## src/rtl/blink_sequencer.sv

```systemverilog
// Lamp on/off pattern scheduler: four programmable interval slots timed on a
// prescaled tick; even slots light the lamp, odd slots darken it.
module blink_sequencer #(
    parameter int TICK_DIV = 50000
) (
    input  logic        clk,
    input  logic        reset,
    input  logic [13:0] switches,
    input  logic        load,
    input  logic        start,
    input  logic        stop,
    input  logic [1:0]  nslots,
    input  logic        repeat_en,
    output logic        light,
    output logic        busy,
    output logic [1:0]  slot_idx,
    output logic [1:0]  wr_ptr,
    output logic [13:0] remaining
);

    localparam int PW = (TICK_DIV > 2) ? $clog2(TICK_DIV) : 1;
    localparam logic [PW-1:0] TICK_LAST = PW'(TICK_DIV - 1);

    typedef enum logic {IDLE, RUN} state_t;

    state_t        state, state_n;
    logic [13:0]   slots [4];
    logic [PW-1:0] prescaler, prescaler_n;
    logic [1:0]    nslots_q, nslots_n;
    logic          repeat_q, repeat_n;
    logic [1:0]    slot_idx_n, next_idx;
    logic [13:0]   remaining_n;
    logic          light_n, busy_n;
    logic          tick;

    // A zero interval is still timed as one tick.
    function automatic logic [13:0] slot_len(input logic [13:0] v);
        return (v == 14'd0) ? 14'd1 : v;
    endfunction

    always_ff @(posedge clk or negedge reset) begin
        if (!reset) begin
            wr_ptr <= 2'd0;
            for (int i = 0; i < 4; i++) slots[i] <= 14'd0;
        end else if (load) begin
            slots[wr_ptr] <= switches;
            wr_ptr        <= wr_ptr + 2'd1;
        end
    end

    always_ff @(posedge clk or negedge reset) begin
        if (!reset) begin
            state     <= IDLE;
            prescaler <= '0;
            nslots_q  <= 2'd0;
            repeat_q  <= 1'b0;
            slot_idx  <= 2'd0;
            remaining <= 14'd0;
            light     <= 1'b0;
            busy      <= 1'b0;
        end else begin
            state     <= state_n;
            prescaler <= prescaler_n;
            nslots_q  <= nslots_n;
            repeat_q  <= repeat_n;
            slot_idx  <= slot_idx_n;
            remaining <= remaining_n;
            light     <= light_n;
            busy      <= busy_n;
        end
    end

    assign tick = (state == RUN) && (prescaler == TICK_LAST);

    // Priority: stop beats start, start beats the tick; start reads slot
    // contents before any same-cycle load lands.
    always_comb begin
        state_n     = state;
        nslots_n    = nslots_q;
        repeat_n    = repeat_q;
        slot_idx_n  = slot_idx;
        remaining_n = remaining;
        light_n     = light;
        busy_n      = busy;
        next_idx    = slot_idx + 2'd1;
        if (state == RUN)
            prescaler_n = tick ? '0 : prescaler + PW'(1);
        else
            prescaler_n = '0;

        if (stop) begin
            if (state == RUN) begin
                state_n     = IDLE;
                prescaler_n = '0;
                slot_idx_n  = 2'd0;
                remaining_n = 14'd0;
                light_n     = 1'b0;
                busy_n      = 1'b0;
            end
        end else if (start) begin
            state_n     = RUN;
            nslots_n    = nslots;
            repeat_n    = repeat_en;
            prescaler_n = '0;
            slot_idx_n  = 2'd0;
            remaining_n = slot_len(slots[0]);
            light_n     = 1'b1;
            busy_n      = 1'b1;
        end else if (tick) begin
            if (remaining > 14'd1) begin
                remaining_n = remaining - 14'd1;
            end else if (slot_idx < nslots_q) begin
                slot_idx_n  = next_idx;
                remaining_n = slot_len(slots[next_idx]);
                light_n     = ~next_idx[0];
            end else if (repeat_q) begin
                slot_idx_n  = 2'd0;
                remaining_n = slot_len(slots[0]);
                light_n     = 1'b1;
            end else begin
                state_n     = IDLE;
                slot_idx_n  = 2'd0;
                remaining_n = 14'd0;
                light_n     = 1'b0;
                busy_n      = 1'b0;
            end
        end
    end

endmodule

```

## config.mk

```make
export PLATFORM = sky130hd
export DESIGN_NAME = blink_sequencer
export DESIGN_NICKNAME = d
export VERILOG_FILES = /design/src/rtl/blink_sequencer.sv
export SDC_FILE = /design/constraint.sdc
export NUM_CORES = 1
export LEC_CHECK = 0
export BUFFER_PORTS_ARGS = -buffer_cell sky130_fd_sc_hd__buf_2
export CAP_MARGIN = 20
export CORE_MARGIN = 4
export CORE_UTILIZATION = 50
export DETAILED_ROUTE_END_ITERATION = 12
export PLACE_DENSITY = 0.74
export SYNTH_ARGS = -nofsm -noshare
export SYNTH_HDL_FRONTEND = slang
export SYNTH_SLANG_ARGS = --single-unit
```

## constraint.sdc

```tcl
create_clock -name clk -period 2.8 [get_ports clk]
set_clock_uncertainty 0.2 [all_clocks]
set_input_delay 0.42 -clock clk [delete_from_list [all_inputs] [get_ports clk]]
set_output_delay 0.42 -clock clk [all_outputs]
set_load 0.01 [all_outputs]
```

==> flow_summary.yaml, run 1 <==
logic_synthesis:
  synth_area_leader_cell: "dfrtp_1"
  synth_fa_ha_area_share_pct: 2.00
  synth_mux_area_share_pct: 19.4
  synth_edf_count: 0
  avgSynthCellArea_sq_um: 11.3
  synth_ff_type: "dfrtp_1"
  seq_area_frac_synth_pct: 48.0
  synth-compound-area-share_pct: 9.58
  synth_nets: 472
  ys_ff_latch: 96
  ys_types: 52
  synth_top_area_share_pct: 48.0
  async_flop_share_pct: 100
  yosysWarnings: 0
  yosys.area_share.simple_pct: 14.4
  synth_top_family_by_area: "multiplexers"
  netlist_area_sq_mm: 0.00500
  synth_xor_area_share_pct: 3.50
  ys_top_cells_by_area: "dfrtp_1 48%, mux2_2 13%, mux4_2 6.3%"
  syn-instance-count: 442
clock_network:
  htreeDepth: 3
  insertion_delay_ns: 0.36
  numCtsBuffers: 9
  cts_tree: "built"
  root_buffer: "clkbuf_8"
  cts.sinks: 96
  path_clk_slew_ns: 0.10
  postCtsSetupRepairBufs: 0
  ctsLongestPathBuffers: 2
  post_cts_resize_count: 0
grt:
  grt_pass1_vias: 3704
  grt.total_usage_pct: 20.4
  grt_pass1_wl_mm: 18.9
  antenna_found_initial: 0
  gr-total-overflow: 0
  grt_start_max_net_pins: 56
critical_path:
  r2r-start: "slot_idx[1]"
  cp.required_ns: 2.88
  ff2ff_path_depth: 6
  r2r-end: "remaining[0]"
  endpoint_kind: "flip-flop"
  crit_type: "reg -> reg"
  r2r_slack_ns: 0.24
  cp_max_fo: 5
  cp_slowest_cell: "mux4_2"
  cp.arrival_ns: 2.64
  worstPathCellList: "buf_4 > mux4_2 > or4_1 > nor4_1 > o41ai_1 > a22oi_1"
  start_kind: "flip-flop"
  critPathMaxStageDelay_ns: 0.54
route:
  vias: 3655
  drtAntennaViolNets: 0
  viasPerCell: 5.88
  drt-pass1-iter-count: 5
  wire_per_inst_um: 18.0
  wl_mm: 11.2
  drt_iter0_markers: 288
  drc_errors: 0
power_and_ir_drop:
  p_sw_uw: 1710
  leakagePower_uw: 0.00234
  p_seq_share_pct: 49.1
  switching_share_pct: 35.3
  ir_drop_v: 0.000601
  cellPowerDensity_mw_per_mm2: 873
  p_int_uw: 3140
  clockPowerShare_pct: 17.2
  pwr-share-comb_pct: 33.7
min_path:
  hp-start: "nslots[1]"
  whs_endpoint: "nslots_q[1]"
  holdPathStages: 3
  min_path_type: "in -> reg"
timing:
  drv_slew: 0
  fin_setup_tns_ns: 0
  worstMarginPinSlew_ns: 0.739
  maxSlewHeadroom_pct: 50.6
  rsz0062_at_grt: "no"
  fin_crit_ns: 2.56
  fmax_mhz: 390
  setup_violations: 0
  min_period_over_period_pct: 91.5
  hold_violations: 0
status:
  status: "complete, no violations"
cells_and_area:
  final.fill_count: 858
  n_antenna_cell: 0
  area_growth_pct: 11.2
  layout_commonest_cell: "dfrtp_1"
  layout_common_cells: "96 x dfrtp_1, 58 x mux2_2, 40 x buf_2"
  fin_util_pct: 56.9
  drive_gt1_share_pct: 30.9
  fin_nets: 514
  finish.instance_area_sq_mm: 0.00556
floorplanning:
  die-height_um: 108
  fp.dieW_um: 108
  die_area_sq_mm: 0.0117
  num_io_pins: 42
  start_util_pct: 51.2
  coreArea_sq_mm: 0.00977
  rows: 36
place:
  postPlaceCellArea_sq_mm: 0.00538
  numPortBuffers: 41
  gp_congestion: 0.888
  place.detailed.hpwl_mm: 8.07
run:
  cap_violations: 0
==> what timing repair did <==
| item | CTS | global route |
|---|---|---|
| endpoints found under the setup margin | 0 | 0 |
| hold endpoints to repair | 41 | 0 |
| hold buffers | 1 | 0 |
==> state kept, by name, summed over array words and instances (netlist names) <==
| register | cells |
|---|---|
| slot_idx | 2 |
| remaining | 14 |
| state | 1 |
| slots | 56 |
| nslots_q | 2 |
| light | 1 |
| prescaler | 16 |
| busy | 1 |
| wr_ptr | 2 |
| repeat_q | 1 |
==> power by group through the flow <==
stage               registers, uW  clock network (uW)  logic, uW
finish                       2380                 836       1640
global route                 2450                 917       1790
CTS                          2370                 855       1650
detailed placement           2400                   0       1630
global placement             2370                   0       1580
floorplan                    2250                   0       1210
==> per-layer routing <==
metal | vias to the layer above | track usage [%] | wire length, um
li1 | 1700 | - | -
met1 | 1832 | 29.6 | 5170
met2 | 113 | 32.6 | 5310
met3 | 10 | 3.70 | 612
met4 | 0 | 4.15 | 112
met5 | - | 0 | 0
==> kinds of logic after synthesis <==
| logic type | count (synthesis) |
|---|---|
| simple gates | 138 |
| flops | 96 |
| compound gates | 72 |
| mux | 72 |
| buf+inv | 36 |
| xor+xnor | 20 |
| fa+ha+maj | 8 |
==> per-stage QoR <==
stage,total power [uW],setup slack (ns),hold WS (ns),std cells
2_1_floorplan,3460,0.462,-0.0756,442
3_3_place_gp,3950,0.290,0.252,605
3_5_place_dp,4030,0.275,0.248,605
4_1_cts,4870,0.238,0.0796,622
5_1_grt,5150,0.0989,0.0881,622
6_report,4860,0.238,0.0792,622
==> final cells by class <==
class                           count  area [sq um]  area share, %
Sequential cell                    96          2400           43.2
Multi-Input combinational cell    310          2440           44.0
Clock inverter                      4          28.8          0.518
Timing Repair Buffer               55           328           5.90
Inverter                           12          45.0          0.810
Clock buffer                       12           145           2.61
Tap cell                          133           166           2.99
==> how the worst max path moves through the flow <==
stage | cells past startpoint | startpoint | end | slack, ns
floorplan | 6 | slot_idx[1] | remaining[0] | 0.46
global placement | 6 | prescaler[12] | remaining[0] | 0.29
detailed placement | 6 | slot_idx[1] | remaining[0] | 0.27
CTS | 6 | slot_idx[1] | remaining[0] | 0.24
global route | 6 | prescaler[13] | remaining[0] | 0.1
finish | 6 | slot_idx[1] | remaining[0] | 0.24
==> cells in the mapped netlist (9+ instances only) <==
cell type,instances
mux2_2,58
xnor2_1,10
mux4_2,14
nand3_1,27
inv_1,12
nand2_1,38
nor2_1,27
o21ai_0,17
xor2_1,10
a21oi_1,18
a22oi_1,9
clkbuf_1,10
nor3_1,10
dfrtp_1,96
==> critical path: cells and delay by family, from the launching register on <==
family | cells | cell delay (ns)
buffers and inverters | 1 | 0.21
and+or+nand+nor | 2 | 0.71
muxes | 1 | 0.54
AOI/OAI and AO/OA | 2 | 0.33
DFF | 1 | 0.50
No activity file was read; power rests on OpenSTA's default activity.
==> inputs of run 2 (changes only) <==
--- a/config.mk
+++ b/config.mk
@@ -5,12 +5,14 @@
 export SDC_FILE = /design/constraint.sdc
 export NUM_CORES = 1
 export LEC_CHECK = 0
+export ABC_AREA = 1
 export BUFFER_PORTS_ARGS = -buffer_cell sky130_fd_sc_hd__buf_2
 export CAP_MARGIN = 20
 export CORE_MARGIN = 4
 export CORE_UTILIZATION = 50
 export DETAILED_ROUTE_END_ITERATION = 12
-export PLACE_DENSITY = 0.74
+export PLACE_DENSITY = 0.73
+export SLEW_MARGIN = 20
 export SYNTH_ARGS = -nofsm -noshare
 export SYNTH_HDL_FRONTEND = slang
 export SYNTH_SLANG_ARGS = --single-unit
==> flow_summary.yaml, run 2 <==
status:
  status: "complete, no violations"
cells_and_area:
  regMostFlops: "slots"
  largest_register_ffs: 56
  layout_commonest_cell: "nand2_1"
  finish.instance_area_sq_mm: 0.00568
  final.fill_count: 939
  drive_gt1_share_pct: 10.5
  fin_util_pct: 57.3
  area_growth_pct: 10.5
  multi_input_area_sq_mm: 0.00240
  fin_nets: 768
  layout_common_cells: "243 x nand2_1, 96 x dfrtp_1, 77 x o21ai_0"
  reg_top3: "slots x56, prescaler x16, remaining x14"
  n_antenna_cell: 0
  seqCellArea_sq_mm: 0.00240
logic_synthesis:
  seq_area_frac_synth_pct: 46.7
  synth_common_cells: "243 x nand2_1, 96 x dfrtp_1, 77 x o21ai_0"
  netlist_area_sq_mm: 0.00514
  yosysWarnings: 0
  ys_top_cells_by_area: "dfrtp_1 47%, nand2_1 18%, o21ai_0 7.5%"
  synth_nets: 731
  synth_ff_type: "dfrtp_1"
  ys_ff_latch: 96
  syn-instance-count: 701
  synth.most_common_cell: "nand2_1"
  synth_edf_count: 0
  synth_top_area_share_pct: 46.7
  ys_types: 36
  async_flop_share_pct: 100
  synth_area_leader_cell: "dfrtp_1"
  avgSynthCellArea_sq_um: 7.33
floorplanning:
  rows: 36
  coreArea_sq_mm: 0.00991
  die-height_um: 109
  fp.dieW_um: 109
  start_util_pct: 51.9
  die_area_sq_mm: 0.0120
  num_io_pins: 42
clock_network:
  htreeDepth: 3
  cts.sinks: 96
  root_buffer: "clkbuf_8"
  ctsLongestPathBuffers: 2
  cts_hold_buf: 1
  postCtsSetupRepairBufs: 0
  numCtsBuffers: 9
  cts_tree: "built"
  post_cts_resize_count: 0
  insertion_delay_ns: 0.36
  path_clk_slew_ns: 0.09
route:
  wire_per_inst_um: 14.4
  viasPerCell: 5.37
  drt_iter0_markers: 461
  wl_mm: 12.6
  drc_errors: 0
  drt-pass1-iter-count: 5
  vias: 4704
  drtAntennaViolNets: 0
min_path:
  min_path_type: "in -> reg"
  hp-start: "nslots[0]"
timing:
  fin_crit_ns: 2.37
  fin_setup_tns_ns: 0
  rsz0062_at_grt: "no"
  drv_slew: 0
  setup_violations: 0
  min_period_over_period_pct: 84.8
  worstMarginPinSlew_ns: 0.889
  hold_violations: 0
  fmax_mhz: 421
  maxSlewHeadroom_pct: 40.6
grt:
  antenna_found_initial: 0
  grt.total_usage_pct: 22.5
  grt_start_max_net_pins: 51
  grt_pass1_vias: 4462
  gr-total-overflow: 0
  grt_pass1_wl_mm: 21.4
power_and_ir_drop:
  p_seq_share_pct: 47.5
  p_int_uw: 2830
  switching_share_pct: 40.4
  pwr-share-comb_pct: 33.1
  leakagePower_uw: 0.00285
  p_sw_uw: 1920
  cellPowerDensity_mw_per_mm2: 836
  clockPowerShare_pct: 19.4
  ir_drop_v: 0.000486
critical_path:
  cp.required_ns: 2.85
  crit_end: "light"
  endpoint_kind: "flip-flop"
  r2r_slack_ns: 0.43
  critPathLaunch: "prescaler[0]"
  crit_type: "reg -> reg"
  path_common_cell: "nand2_1"
  r2r-start: "prescaler[0]"
  cp.arrival_ns: 2.42
  r2r-end: "light"
  ff2ff_path_depth: 10
  start_kind: "flip-flop"
  critPathMaxStageDelay_ns: 0.41
  cp_max_fo: 17
  cp_slowest_cell: "dfrtp_1"
  worstPathCellList: "ha_1 > nand3_1 > nor2_1 > nand4_1 > nand2_1 > o21ai_2 > inv_1 > nand2_1 > nand2_1 > o21ai_0"
place:
  postPlaceCellArea_sq_mm: 0.00548
  place.detailed.hpwl_mm: 8.99
  numPortBuffers: 41
  gp_congestion: 0.892
run:
  cap_violations: 0
==> run 2: area by class of cell <==
class                   instances  area share [%]
clock buffers                  10            2.25
multi-input cells             522            42.3
repair buffers                 51            5.24
well taps                     133            2.93
clock inverters                 6            1.17
inverters                      58            3.83
flip-flops and latches         96            42.3
==> run 2: worst min path at each step <==
stage              endpoint  slack (ns)  cells after the start
2_1_floorplan          busy       -0.08                      0
3_3_place_gp   prescaler[9]        0.26                      1
3_5_place_dp   prescaler[9]        0.27                      1
4_1_cts         nslots_q[1]        0.06                      3
5_1_grt         nslots_q[1]        0.06                      3
6_report        nslots_q[0]        0.07                      3
==> run 2: power groups by stage <==
stage                     registers, uW  logic (uW)  clock network, uW
after floorplan                    2160        1130                  0
after global placement             2260        1510                  0
after detailed placement           2260        1560                  0
after CTS                          2240        1570                943
after global routing               2310        1850               1000
final                              2250        1570                923
==> run 2: through the flow <==
step / std cells / worst slack [ns] / hold slack [ns] / power, uW
6_report: 876 / 0.426 / 0.0688 / 4750
5_1_grt: 876 / 0.163 / 0.0625 / 5160
4_1_cts: 876 / 0.461 / 0.0565 / 4750
3_5_place_dp: 859 / 0.467 / 0.273 / 3820
3_3_place_gp: 859 / 0.570 / 0.262 / 3770
2_1_floorplan: 701 / 0.869 / -0.0756 / 3290
==> run 2: logic make-up (layout without fill, tap and decap cells) <==
| family | count (synthesis) | count (layout) | share of synthesized area [%] |
|---|---|---|---|
| xor gates and xnor gates | 6 | 6 | 1.02 |
| adders and majority gates | 8 | 8 | 1.95 |
| DFF | 96 | 96 | 46.7 |
| and+or+nand+nor | 361 | 361 | 28.6 |
| AOI/OAI and AO/OA | 147 | 147 | 15.1 |
| buffers and inverters | 83 | 125 | 6.53 |
==> run 2: routing by layer <==
layer | track usage [%] | part of all wire [%] | wire length, um
met1 | 33.5 | 50 | 6240
met2 | 34.1 | 43 | 5470
met3 | 2.88 | 5.5 | 690
met4 | 7.75 | 1.5 | 187
met5 | 0 | 0 | 0
==> run 2: critical path, delay by kind of cell (launching register included) <==
kind                       cells  cell delay (ns)
buffers and inverters          1             0.38
DFF                            1             0.41
adders and majority gates      1             0.20
and+or+nand+nor                6             0.78
AOI/OAI and AO/OA              2             0.28
==> inputs of run 3 (changes only) <==
--- a/config.mk
+++ b/config.mk
@@ -11,7 +11,7 @@
 export CORE_MARGIN = 4
 export CORE_UTILIZATION = 50
 export DETAILED_ROUTE_END_ITERATION = 12
-export PLACE_DENSITY = 0.73
+export PLACE_DENSITY = 0.76
 export SLEW_MARGIN = 20
 export SYNTH_ARGS = -nofsm -noshare
 export SYNTH_HDL_FRONTEND = slang
==> constraint.sdc (replaced) <==
create_clock -name clk -period 2.05 [get_ports clk]
set_clock_uncertainty 0.2 [all_clocks]
set_input_delay 0.3075 -clock clk [delete_from_list [all_inputs] [get_ports clk]]
set_output_delay 0.3075 -clock clk [all_outputs]
set_load 0.01 [all_outputs]
==> flow_summary.yaml, run 3 (synthesis gave the netlist of run 2 again) <==
cells_and_area:
  layout_commonest_cell: "nand2_1"
  n_antenna_cell: 0
  regMostFlops: "slots"
  layout_common_cells: "234 x nand2_1, 95 x dfrtp_1, 75 x o21ai_0"
  instances_no_fill: 898
  finish.instance_area_sq_mm: 0.00602
  fin_nets: 790
  largest_register_ffs: 56
  reg_top3: "slots x56, prescaler x16, remaining x14"
  area_growth_pct: 17.2
  drive_gt1_share_pct: 16.1
  final.fill_count: 934
place:
  place.detailed.hpwl_mm: 8.90
  numPortBuffers: 41
  postPlaceCellArea_sq_mm: 0.00561
  dp.cells: 873
  gp_congestion: 0.857
route:
  vias: 4808
  drt_iter0_markers: 380
  wire_per_inst_um: 14.3
  wl_mm: 12.9
  viasPerCell: 5.35
  drt-pass1-iter-count: 5
  drc_errors: 0
  drtAntennaViolNets: 0
power_and_ir_drop:
  power_uw: 6670
  ir_drop_v: 0.000699
  cellPowerDensity_mw_per_mm2: 1110
  clockPowerShare_pct: 19.4
  p_seq_share_pct: 45.9
  switching_share_pct: 40.4
  p_sw_uw: 2690
  pwr-share-comb_pct: 34.7
  p_int_uw: 3970
  leakagePower_uw: 0.00299
floorplanning:
  die-height_um: 109
  start_util_pct: 51.9
  fp.dieW_um: 109
  num_io_pins: 42
  rows: 36
  die_area_sq_mm: 0.0120
  coreArea_sq_mm: 0.00991
clock_network:
  htreeDepth: 3
  root_buffer: "clkbuf_8"
  insertion_delay_ns: 0.38
  cts.sinks: 96
  path_clk_slew_ns: 0.10
  cts_tree: "built"
  ctsLongestPathBuffers: 2
  numCtsBuffers: 9
timing:
  drv_slew: 0
  worstMarginPinSlew_ns: 0.531
  rsz0062_at_grt: "yes"
  hold_violations: 0
  setup_violations: 0
  fin_crit_ns: 1.99
  fmax_mhz: 503
  maxSlewHeadroom_pct: 64.6
  min_period_over_period_pct: 96.9
grt:
  antenna_found_initial: 0
  gr-total-overflow: 0
  grt_pass1_wl_mm: 21.7
  grt.total_usage_pct: 22.9
  grt_pass1_vias: 4597
  grt_start_max_net_pins: 97
status:
  status: "complete, no violations"
critical_path:
  cp.arrival_ns: 2.10
  crit_type: "reg -> reg"
  worstPathCellList: "buf_6 > nor2_4 > nor2_4 > clkbuf_4 > nand2_1 > nand2_1 > nor2_1 > nand2_1 > nor2_1 > nand2_1 > nand2_1 > nand2_1 > a21oi_2"
  cp.required_ns: 2.16
  cp_slowest_cell: "dfrtp_2"
  start_kind: "flip-flop"
  endpoint_kind: "flip-flop"
  critPathMaxStageDelay_ns: 0.48
  r2r_slack_ns: 0.06
  cp_max_fo: 7
  path_common_cell: "nand2_1"
min_path:
  min_path_type: "in -> reg"
run:
  cap_violations: 0
[run 3: worst paths after layout]
check,startpoint,depth (start not counted),endpoint
hold / removal,switches[5],3,slots[47]
hold reg to reg,slots[30],2,slots[30]
max in group asynchronous,reset,3,remaining[6]
setup / recovery,slot_idx[0],13,remaining[0]
setup reg to reg,slot_idx[0],13,remaining[0]
min in group asynchronous,reset,3,prescaler[12]
[run 3: repair_timing]
action | CTS | global route
hold buffers | 5 | 0
endpoints found under the setup margin | 9 | 27
resized for setup | 6 | 36
hold endpoints to repair | 100 | 0
gates cloned | 0 | 1
setup buffers | 0 | 3
pin swaps | 0 | 11
[run 3: power groups by stage]
stage          Clock (uW)  Combinational [uW]  Sequential, uW
4_1_cts              1320                2230            3030
3_3_place_gp            0                2130            3040
5_1_grt              1390                2690            3140
2_1_floorplan           0                1540            2960
6_report             1290                2310            3060
3_5_place_dp            0                2200            3070
[run 3: final cells by class]
class | count | area (sq um) | area share [%]
timing repair buffer | 73 | 513 | 8.52
clock inverter | 7 | 77.6 | 1.29
tap | 133 | 166 | 2.76
sequential | 96 | 2400 | 39.9
multi-input combinational | 522 | 2520 | 41.9
inverter | 58 | 218 | 3.61
clock buffer | 9 | 124 | 2.06
[run 3: worst max-delay path: cells and delay by family, from the launching register on]
kind / cells / cell delay [ns]
DFF: 1 / 0.48
AOI/OAI and AO/OA: 1 / 0.11
and+or+nand+nor: 10 / 0.82
buffers and inverters: 2 / 0.32
[run 3: layer usage]
layer,up-vias,global-route usage (%),wire [um]
met4,0,8.28,222
met1,2242,32.5,5840
met3,19,3.17,770
met5,-,0,0
li1,2394,-,-
met2,153,36.0,6020
[run 3: stage by stage]
step | hold WS (ns) | TNS, ns | setup WS, ns | utilization (%)
floorplan | -0.188 | 0 | 0.119 | -
global placement | 0.194 | -0.0507 | -0.0507 | 56.6
detailed placement | 0.201 | -0.193 | -0.0830 | 56.6
CTS | 0.0229 | 0 | 0.0235 | 59.3
global route | 0.0434 | -0.0507 | -0.0285 | 60.8
finish | 0.0307 | 0 | 0.0637 | 60.8
